===== src/rtl/brc_pkg.sv =====
// Shared types for the BTB redirect controller.
// Used by the predictor-side pipeline control.
package brc_pkg;

  localparam int unsigned BTB_DEPTH_DEF = 64;
  localparam int unsigned BTB_IDX_W     = $clog2(BTB_DEPTH_DEF);

  typedef enum logic [1:0] {
    PC_SEQ      = 2'd0,
    PC_PREDICT  = 2'd1,
    PC_REDIRECT = 2'd2
  } pc_sel_e;

  typedef enum logic [1:0] {
    ST_RUN   = 2'd0,
    ST_CLEAR = 2'd1,
    ST_DONE  = 2'd2
  } state_e;

  typedef struct packed {
    logic        valid;
    logic        taken;
    logic [31:0] target;
    logic [31:0] pc;
  } pq_t;

endpackage


===== src/rtl/branch_redirect_ctrl_sat_counter.sv =====
// Saturating event counter.
// Holds at all-ones instead of wrapping.
module sat_counter #(
  parameter int unsigned W = 32
) (
  input  logic         clk,
  input  logic         rst,
  input  logic         inc_i,
  output logic [W-1:0] count_o
);

  logic [W-1:0] cnt_q, cnt_d;

  // next count, stuck at the top value
  always_comb begin
    cnt_d = cnt_q;
    if (inc_i && (cnt_q != {W{1'b1}})) begin
      cnt_d = cnt_q + 1'b1;
    end
  end

  // count register
  always_ff @(posedge clk) begin
    if (rst) begin
      cnt_q <= '0;
    end else begin
      cnt_q <= cnt_d;
    end
  end

  assign count_o = cnt_q;

endmodule


===== src/rtl/branch_redirect_ctrl.sv =====
// BTB prediction check, PC redirect and squash,
// invalidate sweep sequencing and statistics.
module branch_redirect_ctrl
  import brc_pkg::*;
#(
  parameter int unsigned BTB_DEPTH = BTB_DEPTH_DEF,
  parameter int unsigned CNT_W     = 32
) (
  input  logic                         clk,
  input  logic                         rst,
  input  logic                         id_is_jump,
  input  logic [31:0]                  id_pc,
  input  logic                         pred_taken,
  input  logic [31:0]                  pred_target,
  input  logic                         ex_is_jump,
  input  logic [31:0]                  ex_pc,
  input  logic                         ex_do_jump,
  input  logic [31:0]                  ex_target,
  input  logic                         stall_in,
  input  logic                         clr_req,
  output logic [1:0]                   pc_sel,
  output logic [31:0]                  redirect_pc,
  output logic                         flush_if_id,
  output logic                         flush_id_ex,
  output logic                         stall_out,
  output logic                         btb_clr_en,
  output logic [$clog2(BTB_DEPTH)-1:0] btb_clr_idx,
  output logic                         busy,
  output logic                         clr_done,
  output logic [CNT_W-1:0]             cnt_branch,
  output logic [CNT_W-1:0]             cnt_mispred
);

  localparam int unsigned IDX_W = $clog2(BTB_DEPTH);
  localparam logic [IDX_W-1:0] LAST_IDX = IDX_W'(BTB_DEPTH - 1);

  pq_t              pq_q, pq_d;
  state_e           state_q;
  logic [IDX_W-1:0] idx_q;
  logic             clr_en_q;
  logic             busy_q;
  logic             done_q;

  logic             sweep;
  logic             pred_hit;
  logic             mispred;
  logic             id_predict;

  // EX check against the carried prediction and PC mux select
  always_comb begin
    sweep      = (state_q != ST_RUN);
    pred_hit   = pq_q.valid && pq_q.taken &&
                 (pq_q.pc == ex_pc);
    mispred    = ex_is_jump &&
                 ((pred_hit != ex_do_jump) ||
                  (pred_hit && (pq_q.target != ex_target)));
    stall_out  = stall_in | sweep;
    id_predict = id_is_jump && pred_taken && !stall_out;
    flush_if_id = mispred;
    flush_id_ex = mispred;
    pc_sel      = PC_SEQ;
    redirect_pc = '0;
    priority case (1'b1)
      mispred: begin
        pc_sel      = PC_REDIRECT;
        redirect_pc = ex_do_jump ? ex_target
                                 : ex_pc + 32'd4;
      end
      id_predict: begin
        pc_sel      = PC_PREDICT;
        redirect_pc = pred_target;
      end
      default: ;
    endcase
  end

  // ID/EX copy of the prediction, bubbled on stall or squash
  always_comb begin
    pq_d = '0;
    if (!stall_out && !mispred) begin
      pq_d.valid  = id_is_jump;
      pq_d.taken  = pred_taken;
      pq_d.target = pred_target;
      pq_d.pc     = id_pc;
    end
  end

  // prediction tag register
  always_ff @(posedge clk) begin
    if (rst) begin
      pq_q <= '0;
    end else begin
      pq_q <= pq_d;
    end
  end

  // invalidate sweep FSM with registered outputs
  always_ff @(posedge clk) begin
    if (rst) begin
      state_q  <= ST_RUN;
      idx_q    <= '0;
      clr_en_q <= 1'b0;
      busy_q   <= 1'b0;
      done_q   <= 1'b0;
    end else begin
      unique case (state_q)
        ST_RUN: begin
          done_q <= 1'b0;
          if (clr_req) begin
            state_q  <= ST_CLEAR;
            idx_q    <= '0;
            clr_en_q <= 1'b1;
            busy_q   <= 1'b1;
          end
        end
        ST_CLEAR: begin
          if (idx_q == LAST_IDX) begin
            state_q  <= ST_DONE;
            idx_q    <= '0;
            clr_en_q <= 1'b0;
            busy_q   <= 1'b0;
            done_q   <= 1'b1;
          end else begin
            idx_q <= idx_q + 1'b1;
          end
        end
        ST_DONE: begin
          state_q <= ST_RUN;
          done_q  <= 1'b0;
        end
        default: begin
          state_q <= ST_RUN;
        end
      endcase
    end
  end

  assign btb_clr_en  = clr_en_q;
  assign btb_clr_idx = idx_q;
  assign busy        = busy_q;
  assign clr_done    = done_q;

  sat_counter #(.W(CNT_W)) u_cnt_branch (
    .clk     (clk),
    .rst     (rst),
    .inc_i   (ex_is_jump),
    .count_o (cnt_branch)
  );

  sat_counter #(.W(CNT_W)) u_cnt_mispred (
    .clk     (clk),
    .rst     (rst),
    .inc_i   (mispred),
    .count_o (cnt_mispred)
  );

endmodule


===== config.mk =====
export PLATFORM = sky130hd
export DESIGN_NAME = branch_redirect_ctrl
export DESIGN_NICKNAME = d
export VERILOG_FILES = /design/src/rtl/brc_pkg.sv /design/src/rtl/branch_redirect_ctrl_sat_counter.sv /design/src/rtl/branch_redirect_ctrl.sv
export SDC_FILE = /design/constraint.sdc
export NUM_CORES = 1
export LEC_CHECK = 0
export BUFFER_PORTS_ARGS = -buffer_cell sky130_fd_sc_hd__buf_2
export CORE_MARGIN = 2
export CORE_UTILIZATION = 50
export CTS_CLUSTER_SIZE = 30
export DETAILED_ROUTE_END_ITERATION = 12
export MAX_ROUTING_LAYER = met4
export PLACE_DENSITY = 0.91
export SLEW_MARGIN = 10
export SYNTH_ARGS = -nofsm -noshare
export SYNTH_HDL_FRONTEND = slang
export SYNTH_SLANG_ARGS = --single-unit

===== constraint.sdc =====
create_clock -name clk -period 3.9 [get_ports clk]
set_clock_uncertainty 0.15 [all_clocks]
set_input_delay 0.39 -clock clk [delete_from_list [all_inputs] [get_ports clk]]
set_output_delay 0.39 -clock clk [all_outputs]
set_load 0.005 [all_outputs]

==> flow_metrics.env <==
export IMPL_status="complete, no violations"
export IMPL_syn2layout_area_growth_pct=26.5
export IMPL_setup_viol=0
export IMPL_fin_crit_ps=3780
export IMPL_synth_edf_count=0
export IMPL_wire_per_inst_microns=17.0
export IMPL_die_x_microns=126
export IMPL_clkPwrFrac=0.474
export IMPL_maxCapViolCount=0
export IMPL_placed_cell_area_sq_um=8720
export IMPL_holdBufCountCts=0
export IMPL_clock_sinks=140
export IMPL_crit_path_max_fanout=23
export IMPL_grt_util_all_layers=0.277
export IMPL_power_share_sequential=0.416
export IMPL_fmax_mhz=265
export IMPL_power_leakage_nw=4.06
export IMPL_layout_commonest_cell="buf_2"
export IMPL_yosys_warnings=0
export IMPL_final_nets=1242
export IMPL_rsz0062_at_grt="no"
export IMPL_vias=7270
export IMPL_peakVddDrop_v=0.000306
export IMPL_startpoint_type="flop"
export IMPL_cp_arrival_ps=3240
export IMPL_fillers=1248
export IMPL_synthArstFlopShare=0
export IMPL_fin_setup_tns_ps=0
export IMPL_maxSlewHeadroom=0.438
export IMPL_synth_seq_cells=140
export IMPL_grt_pass1_vias=6528
export IMPL_synthFlopType="dfxtp_1"
export IMPL_hold_path_class="in -> reg"
export IMPL_r2r_slack_ps=740
export IMPL_core_area_sq_um=14500
export IMPL_dp_hpwl_microns=16700
export IMPL_cts_buffers=17
export IMPL_grt_start_max_net_pins=91
export IMPL_min_period_over_period=0.969
export IMPL_clockBufferDepth=2
export IMPL_hold_viol=0
export IMPL_p_sw_uw=877
export IMPL_synth_net_count=1014
export IMPL_numPortBuffers=245
export IMPL_drtIter0Drc=652
export IMPL_post_route_drc_count=0
export IMPL_fp_dieH_microns=126
export IMPL_power_frac_comb=0.111
export IMPL_fin_area_sq_um=9350
export IMPL_clock_latency_ps=420
export IMPL_viasPerCell=5.60
export IMPL_slew_violations=0
export IMPL_power_mw=3.55
export IMPL_totalWireLength_microns=22100
export IMPL_synthCells=874
export IMPL_diodes=0
export IMPL_htreeDepth=4
export IMPL_gp_congestion=0.957
export IMPL_overflow=0
export IMPL_yosys_cell_types_count=43
export IMPL_swShare=0.247
export IMPL_drt_pass1_iterations=6
export IMPL_syn_area_sq_um=7390
export IMPL_syn_mean_instance_area_sq_um=8.45
export IMPL_drive_gt1_frac=0.289
export IMPL_postCtsSetupRepairBufs=0
export IMPL_layout_common_cells="244 x buf_2, 140 x dfxtp_1, 82 x nor2_1"
export IMPL_p_int_mw=2.67
export IMPL_antenna_found_initial=0
export IMPL_power_density_nw_per_um2=379
export IMPL_cts_root_buffer="clkbuf_16"
export IMPL_worstSetupPathType="reg -> out"
export IMPL_cts_tree="done"
export IMPL_grt_pass1_wl_microns=33800
export IMPL_worstMarginPinSlew_ps=843
export IMPL_clk_transition_reported_paths_ps=60
export IMPL_die_area_sq_um=15800
export IMPL_rows=44
export IMPL_start_util=0.510
export IMPL_ioPinCount=246
export IMPL_crit_required_ps=3360
export IMPL_yosysSeqAreaShare=0.379
export IMPL_ant_nets=0
export IMPL_end_kind="output pin"
## critical path, cell delays in order (launching register included)
cell      delay (ps)
dfxtp_1          300
xor2_1           150
nor4_1           330
nand4_1          180
or4_4            590
o211ai_4         220
inv_2             50
or3_4            480
buf_12           210
o22ai_2          170
buf_2            140
## state kept, by name, summed over array words and instances, names as in the netlist
name	cells
pq_q	66
u_cnt_branch.count_o	32
u_cnt_mispred.count_o	32
btb_clr_idx	6
state_q	2
busy	1
clr_done	1
## area by class of cell
| type | instances | area [sq um] | share of cell area |
|---|---|---|---|
| inverters | 46 | 173 | 0.0185 |
| repair buffers | 255 | 1320 | 0.141 |
| clock buffers | 20 | 457 | 0.0489 |
| flip-flops and latches | 140 | 2800 | 0.300 |
| clock inverters | 12 | 163 | 0.0174 |
| multi-input cells | 642 | 4200 | 0.450 |
| well taps | 184 | 230 | 0.0246 |
## final timing paths
path / startpoint / end / depth (start not counted)
setup / recovery: pq_q[43] / redirect_pc[18] / 10
hold / removal: id_pc[8] / pq_q[8] / 2
setup reg to reg: pq_q[43] / pq_q[39] / 9
hold reg to reg: clr_done / clr_done / 2
## cell families after synthesis
family	Yosys count	share of synthesized area
AOI/OAI and AO/OA	129	0.125
muxes	19	0.0268
adders and majority gates	4	0.00677
and+or+nand+nor	372	0.269
xor gates and xnor gates	118	0.140
buffers and inverters	92	0.0525
DFF	140	0.379
## cell usage after synthesis (2+ instances only)
| cell type | n | area (sq um) |
|---|---|---|
| a21oi_1 | 52 | 260 |
| o22ai_1 | 3 | 18.8 |
| dfxtp_1 | 140 | 2800 |
| mux2_2 | 6 | 67.6 |
| xnor2_1 | 64 | 561 |
| and4_1 | 11 | 96.3 |
| or4_1 | 14 | 105 |
| buf_6 | 3 | 33.8 |
| or3_1 | 23 | 144 |
| o32ai_1 | 4 | 35.0 |
| buf_1 | 6 | 22.5 |
| o21ai_0 | 19 | 95.1 |
| buf_4 | 3 | 22.5 |
| clkbuf_1 | 27 | 101 |
| nand2_1 | 38 | 143 |
| nor2b_1 | 10 | 62.6 |
| nand4_1 | 40 | 250 |
| and2_1 | 40 | 250 |
| xor2_1 | 54 | 473 |
| o22ai_2 | 25 | 313 |
| nand3_1 | 34 | 170 |
| and3_1 | 15 | 93.8 |
| o21ai_1 | 3 | 15.0 |
| a22oi_1 | 2 | 15.0 |
| nor4_1 | 15 | 93.8 |
| inv_1 | 45 | 169 |
| o31ai_1 | 14 | 105 |
| ha_1 | 4 | 50.1 |
| buf_2 | 7 | 35.0 |
| nand2b_1 | 5 | 31.3 |
| nor2_1 | 82 | 308 |
| o21bai_1 | 3 | 22.5 |
| nor3_1 | 41 | 205 |
| mux2i_1 | 13 | 130 |
## metrics by stage
step	hold slack, ps	setup slack [ps]	utilization	std cells
floorplan	306	745	-	874
global placement	302	329	0.602	1267
detailed placement	313	209	0.602	1267
CTS	0.418	38.2	0.645	1299
global route	4.66	14.6	0.646	1299
finish	19.5	120	0.646	1299
## what timing repair did
item / 4_1_cts / 5_1_grt
gates resized for setup: 1 / 1
cloned: 0 / 0
endpoints found under the setup margin: 23 / 32
## power by group through the flow
| stage | registers, mW | logic, mW | clock network, mW |
|---|---|---|---|
| floorplan | 1.50 | 0.212 | 0 |
| global placement | 1.51 | 0.378 | 0 |
| detailed placement | 1.51 | 0.385 | 0 |
| CTS | 1.47 | 0.388 | 1.70 |
| global route | 1.48 | 0.422 | 1.77 |
| finish | 1.47 | 0.393 | 1.68 |
## per-layer routing
layer,vias to the layer above,global-route usage,routed length (microns)
met5,-,-,0
met1,3408,0.363,9680
met2,306,0.435,10600
met3,39,0.0484,1390
met4,0,0.0908,448
li1,3517,-,-
Power figures use the tool's default switching activity.
